[config.mk]
export PLATFORM = sky130hd
export DESIGN_NAME = cmd_decoder
export DESIGN_NICKNAME = d
export VERILOG_FILES = /design/src/rtl/cmd_decoder.sv
export SDC_FILE = /design/constraint.sdc
export NUM_CORES = 1
export LEC_CHECK = 0
export BUFFER_PORTS_ARGS = -buffer_cell sky130_fd_sc_hd__clkbuf_2
export CAP_MARGIN = 20
export CELL_PAD_IN_SITES_DETAIL_PLACEMENT = 1
export CELL_PAD_IN_SITES_GLOBAL_PLACEMENT = 1
export CORE_ASPECT_RATIO = 0.75
export CORE_UTILIZATION = 43
export DETAILED_ROUTE_END_ITERATION = 12
export PLACE_DENSITY_LB_ADDON = 0.1
export SLEW_MARGIN = 20
export SYNTH_ARGS = -nofsm -noshare
export SYNTH_HDL_FRONTEND = slang
export SYNTH_SLANG_ARGS = --single-unit
[constraint.sdc]
create_clock -name i_clk -period 3.4 [get_ports i_clk]
set_clock_uncertainty 0.05 [all_clocks]
set_input_delay 0.17 -clock i_clk [delete_from_list [all_inputs] [get_ports i_clk]]
set_output_delay 0.17 -clock i_clk [all_outputs]
set_load 0.005 [all_outputs]
[src/rtl/cmd_decoder.sv]
// cmd_decoder: decodes SYNCH / REPEAT / ST framed commands and streams 4*N payload bytes
module cmd_decoder #(
  parameter logic [11:0] SYNCH_FRAME = 12'b010101010011,
  parameter logic [7:0]  OP_REPEAT   = 8'hA0,
  parameter logic [7:0]  OP_ST       = 8'h66
) (
  input  logic        i_clk,
  input  logic        i_rstn,
  input  logic [11:0] i_data,
  input  logic        i_valid,
  output logic        o_ready,
  output logic [7:0]  o_data,
  output logic        o_valid,
  input  logic        i_ready,
  output logic [7:0]  o_repeat,
  output logic        o_busy,
  output logic        o_done,
  output logic        o_err,
  output logic [1:0]  o_err_code
);
  typedef enum logic [2:0] {IDLE, CMD, RPT_CNT, ST_WAIT, DATA} state_t;
  state_t state, state_n;
  logic [9:0] cnt, cnt_n;
  logic [7:0] rep_n, data_n, pl;
  logic [1:0] code_n;
  logic err_n, done_n, valid_n, acc, frame_ok, par_ok;
  assign pl = i_data[8:1];
  assign frame_ok = !i_data[0] && &i_data[11:10];
  assign par_ok = i_data[9] == ^pl;
  assign o_ready = !o_valid || i_ready;
  assign acc = i_valid && o_ready;
  assign o_busy = state != IDLE;
  always_ff @(posedge i_clk) begin
    if (!i_rstn) begin
      state <= IDLE;
      cnt <= '0;
      o_repeat <= '0;
      o_data <= '0;
      o_valid <= 1'b0;
      o_done <= 1'b0;
      o_err <= 1'b0;
      o_err_code <= '0;
    end else begin
      state <= state_n;
      cnt <= cnt_n;
      o_repeat <= rep_n;
      o_data <= data_n;
      o_valid <= valid_n;
      o_done <= done_n;
      o_err <= err_n;
      o_err_code <= code_n;
    end
  end
  // a pending byte stays on o_data until consumed, even across errors
  always_comb begin
    state_n = state;
    cnt_n = cnt;
    rep_n = o_repeat;
    data_n = o_data;
    valid_n = o_valid && !i_ready;
    done_n = 1'b0;
    err_n = 1'b0;
    code_n = o_err_code;
    if (acc) begin
      if (state == IDLE) begin
        state_n = i_data == SYNCH_FRAME ? CMD : IDLE;
        err_n = i_data != SYNCH_FRAME;
        code_n = i_data == SYNCH_FRAME ? o_err_code : 2'd0;
      end else if (!frame_ok || !par_ok) begin
        state_n = IDLE;
        err_n = 1'b1;
        code_n = frame_ok ? 2'd2 : 2'd1;
      end else begin
        case (state)
          CMD: begin
            if (pl == OP_REPEAT) state_n = RPT_CNT;
            else if (pl == OP_ST) begin
              state_n = IDLE;
              rep_n = '0;
              done_n = 1'b1;
            end else begin
              state_n = IDLE;
              err_n = 1'b1;
              code_n = 2'd3;
            end
          end
          RPT_CNT: begin
            rep_n = pl;
            state_n = ST_WAIT;
          end
          ST_WAIT: begin
            if (pl == OP_ST) begin
              cnt_n = {o_repeat, 2'b00};
              state_n = o_repeat == '0 ? IDLE : DATA;
              done_n = o_repeat == '0;
            end else begin
              state_n = IDLE;
              err_n = 1'b1;
              code_n = 2'd3;
            end
          end
          DATA: begin
            data_n = pl;
            valid_n = 1'b1;
            cnt_n = cnt - 10'd1;
            state_n = cnt == 10'd1 ? IDLE : DATA;
            done_n = cnt == 10'd1;
          end
          default: state_n = IDLE;
        endcase
      end
    end
  end
endmodule

### Yosys cells after proc, flatten, opt, wreduce, memory -nomap -nowiden

Index checks and enable logic that the tools add are counted.

| word-level totals | value |
|---|---|
| register bits | 34 |
| bits in latches | 0 |
| bits in writable memories | 0 |
| memory bits (read-only) | 0 |
| output and inout bits | 23 |
| word-level logic and storage cells | 85 |
| memories | 0 |

| operators by class | value |
|---|---|
| $add $sub $neg | 1 |
| multipliers | 0 |
| div/mod/pow operators | 0 |
| order comparisons | 0 |
| eq/ne operators | 15 |
| shifts and indexed selects | 0 |
| mux-type cells | 33 |
| bitwise gates (word level) | 4 |
| reduce and logical (&&, ||, !) cells | 24 |

Operators by type and width:

| cell | number |
|---|---|
| $pmux 10 s2 | 1 |
| $mux 8 | 2 |
| $pmux 8 s2 | 1 |
| $mux 3 | 5 |
| $mux 2 | 7 |
| $eq 12x11->1 const B | 1 |
| $mux 1 | 12 |
| $ne 12x11->1 const B | 1 |
| $pmux 3 s4 | 1 |
| $eq 10x1->1 const B | 1 |
| $mux 10 | 1 |
| $sub 10x1->10 const B | 1 |
| $eq 8x7->1 const B | 1 |
| $eq 8x8->1 const B | 1 |
| $logic_not 8->1 | 1 |
| $ne 2x2->1 const B | 4 |
| $reduce_and 4->1 | 2 |
| $reduce_xor 8->1 | 1 |
| $eq 3x2->1 const B | 2 |
| $reduce_and 6->1 | 1 |
| $logic_not 1->1 | 5 |
| $reduce_and 5->1 | 1 |
| $ne 4x4->1 const B | 1 |
| $not 1->1 | 4 |
| 14 further kinds | 19 |

### Depth between registers and ports, before layout

| logic depth | value |
|---|---|
| word-level depth | 7 |
| mapped depth | 8 |

### Worst setup path after synthesis

OpenSTA, ideal clock, no wires.

| timing | value |
|---|---|
| path type | in2reg |
| start point | input i_data[4] |
| end point | register o_repeat[0] |
| library setup time | 0.117 ns |
| arrival | 1.840 ns |
| required time | 3.233 ns |
| path slack | 1.393 ns |
| stages | 7 |
| path buffers | 0 |
| path through | inv_1 > ha_1 > xnor3_2 > xor2_2 > nand2_4 > o31a_1 > a22o_1 |

| on the way | value |
|---|---|
| longest elaborated chain between the ends | 6 |
| elaborated cells on any way between the ends | 10 |
| classes of those cells | eq/ne (5); bitwise (1); reduce/logical (4) |

RTL lines:

| element | RTL line | source |
|---|---|---|
| start: declaration | 9 | `input logic [11:0] i_data,` |
| $reduce_xor 8->1 | 29 | `assign par_ok = i_data[9] == ^pl;` |
| $eq 1x1->1 | 29 |  |
| $logic_not 1->1 | 69 | `end else if (!frame_ok \|\| !par_ok) begin` |
| $logic_or 1x1->1 | 69 |  |
| $not 1->1 (no line) | - |  |
| $reduce_and 6->1 (no line) * | - |  |
| end signal: assignment | 46 | `o_repeat <= rep_n;` |
| end: declaration | 15 | `output logic [7:0] o_repeat,` |

Every way passes the cells marked *; elsewhere a longest branch is shown, timed or not.
A chain may end at the register's enable or synchronous reset.

### Worst setup path after layout

| timing | value |
|---|---|
| start point | register state[0] |
| end point | register cnt[4] |

| on the way | value |
|---|---|
| longest elaborated chain between the ends | 3 |
| elaborated cells on any way between the ends | 8 |
| classes of those cells | eq/ne (3); mux (1); bitwise (1); reduce/logical (3) |

RTL lines:

| element | RTL line | source |
|---|---|---|
| start: declaration | 22 | `state_t state, state_n;` |
| start signal: assignment | 44 | `state <= state_n;` |
| $eq 3x2->1, or another cell as far along | 74 | `case (state)` |
| $ne 2x2->1 (no line), or another cell as far along | - |  |
| $reduce_and 5->1 (no line) | - |  |
| end signal: assignment | 45 | `cnt <= cnt_n;` |
| end: declaration | 23 | `logic [9:0] cnt, cnt_n;` |

Parallel ways exist; a longest one is shown, timed or not.

==> qor.yml <==
status: "complete, no violations"
r2r_start: "state[0]$_SDFFE_PN0P_"
max_freq_ghz: 0.4468
async_flop_share_pct: 0
coreArea_sq_um: 4154
die_h_um: 59.60
power_density_nw_per_um2: 395.8
finalWirelength_um: 4922
yosys_warnings: 0
overflow: 0
path_max_fanout: 10
r2r-end: "cnt[4]$_SDFFE_PN0P_"
clock_latency_ns: 0.29
viasPerCell: 5.727
clock_tree.buffer_depth: 2
first_pass_iters: 4
utilization_pct: 53.77
critPathLaunchType: "flop"
timing.reg2reg.setup_slack_ns: 1.16
critPathLaunch: "state[0]$_SDFFE_PN0P_"
start_util_pct: 45.78
hold_buffers: 0
ctsRootBufferMaster: "clkbuf_8"
synth_area_sq_um: 1902
areaGrowthSynthToFinish_pct: 17.43
slew-limit-headroom_pct: 53.88
cellLeakagePower_uw: 0.0009271
cts_tree: "built"
port_buffers: 38
grt_pass1_vias: 1768
antenna_cells: 0
instances_no_fill: 315
internal_power_uw: 657.1
hold_viol: 0
use_met2_pct: 39.63
crit_required_ns: 3.57
synth_cell_types: 50
ys_seq_area_share_pct: 35.79
row_count: 20
synth_compound_area_share_pct: 24.21
synthMuxAreaShare_pct: 0.5263
fin_area_sq_um: 2233
p_comb_share_pct: 11.2
globalRouteMet3Util_pct: 4.615
htree_levels: 2
drive_gt1_share_pct: 21.54
synth_ff_type: "dfxtp_1"
grt_start_max_net_pins: 38
crit_path_end_kind: "flop"
rsz0062_at_grt: "false"
synth.area.top_cells: "dfxtp_1, ha_1, nand2_1"
die-area_sq_um: 4695
critPathArrivalTime_ns: 2.41
drc: 0
clk_pin_slew_worst_paths_ns: 0.08
cap_viol_max_count: 0
grt_antenna_before_repair: 0
syn_area_per_cell_sq_um: 8.528
synth_fa_ha_area_share_pct: 5.921
swShare_pct: 25.66
netlist_instances: 223
ant_nets: 0
hold_path.class: "input port to flop"
first_iter_violations: 68
synth_top_cell_by_area: "dfxtp_1"
synth_edf_count: 0
ir_drop_v: 0.0002349
synth_nets: 248
final_nets: 284
post_cts_buffers: 0
hp-start: "i_data[4]"
hold_depth: 2
use_met1_pct: 29.52
ios: 39
wire_per_inst_um: 15.63
dp_hpwl_um: 3661
vias: 1804
ys_seq_elements: 34
numCtsBuffers: 5
critical_path_class: "flop to flop"
grt_pass1_wl_um: 8211
final.setup.worst_slack_ns: 1.162
finalCritPeriodShare_pct: 65.82
setup_viol: 0
clock-sinks: 34
die_w_um: 78.79
cts_resized: 0
slew_violations: 0
synth_simple_gate_area_share_pct: 24.80
clkPwrFrac_pct: 43.3
gr-max-usage-layer: "met2"
hold_end: "o_repeat[3]$_SDFFE_PN0P_"
setup_tns_ns: 0
track_usage_pct: 23.04
p_seq_share_pct: 45.5
dpl-instance-area_sq_um: 2120
preCtsSetupSlack_ns: 1.069
tightestPinTransition_ns: 0.6888
finalWeightedCongestion: 0.7265
placed_cells: 307
reg2regPathDepth: 5
synth_xor_area_share_pct: 3.816
fin_crit_ns: 2.238
synth_top_area_share_pct: 35.79
synth_top_family_by_area: "simple AND/OR/NAND/NOR gates"
p_sw_uw: 226.8
==> cells by family (layout without fill, tap and decap cells) <==
logic type,count (synthesis),in the layout
and+or+nand+nor,84,84
DFF,34,34
buffers and inverters,22,59
adders and majority gates,9,9
AOI/OAI and AO/OA,69,69
muxes,1,1
xor gates and xnor gates,4,4
==> state kept, by name (all words and copies together) (netlist names) <==
| signal | cells |
|---|---|
| cnt | 10 |
| o_data | 8 |
| o_done | 1 |
| o_err | 1 |
| o_err_code | 2 |
| o_repeat | 8 |
| o_valid | 1 |
| state | 3 |
==> cell usage after synthesis, types with 5 or more instances <==
master	n
o21ai_1	10
a21oi_1	11
a21boi_1	9
a22o_1	9
nand3_1	14
o21ai_0	8
inv_1	11
dfxtp_1	34
nand2_1	23
ha_1	9
nor2_1	13
clkbuf_1	5
==> worst max-delay path, cell delays in order, from the launching register on <==
cell and delay (ns):
dfxtp_1 0.57, nor2b_1 0.31, and3_1 0.45, o211ai_1 0.34, or2_0 0.32, a21boi_1 0.13
==> cell usage in the layout (no fill, tap or decap), types with 10 or more instances in the layout <==
cell	netlist	layout
o21ai_1	10	10
inv_1	11	11
dfxtp_1	34	34
nand2_1	23	23
nand3_1	14	14
a21oi_1	11	11
nor2_1	13	13
clkbuf_2	0	38
==> how the worst max path moves through the flow <==
stage                          endpoint  cells past startpoint
6_report            cnt[4]$_SDFFE_PN0P_                      5
3_3_place_gp        cnt[6]$_SDFFE_PN0P_                      8
3_5_place_dp   o_repeat[2]$_SDFFE_PN0P_                      8
4_1_cts             cnt[4]$_SDFFE_PN0P_                      5
2_1_floorplan  o_repeat[0]$_SDFFE_PN0P_                      7
5_1_grt             cnt[7]$_SDFFE_PN0P_                      5
==> metrics by stage <==
step / hold WS, ns / power (uW)
2_1_floorplan: 0.2457 / 479.7
3_3_place_gp: 0.3867 / 508.3
3_5_place_dp: 0.3880 / 510.0
4_1_cts: 0.08663 / 892.0
5_1_grt: 0.09390 / 918.6
6_report: 0.09924 / 884.0
==> final cells by class <==
class | count | area [sq um]
Clock buffer | 5 | 68.82
Clock inverter | 3 | 45.04
Fill cell | 538 | 1921
Inverter | 12 | 45.04
Multi-Input combinational cell | 167 | 1127
Sequential cell | 34 | 680.7
Tap cell | 55 | 68.82
Timing Repair Buffer | 39 | 197.7
==> metal layers <==
layer | share of wire (%) | vias to the layer above | wire length (um)
met5 | 0 | - | 0
met4 | 1.2 | 0 | 58
met3 | 3.1 | 7 | 154
met2 | 46 | 33 | 2271
met1 | 50 | 888 | 2438
li1 | - | 876 | -
==> power groups by stage <==
| stage | registers (uW) | clock network (uW) | logic, uW |
|---|---|---|---|
| final | 402 | 382 | 99.3 |
| after global routing | 403 | 409 | 107 |
| after CTS | 402 | 391 | 99.3 |
| after detailed placement | 412 | 0 | 98.3 |
| after global placement | 412 | 0 | 96.6 |
| after floorplan | 410 | 0 | 69.5 |
No activity file was read; power rests on OpenSTA's default activity.
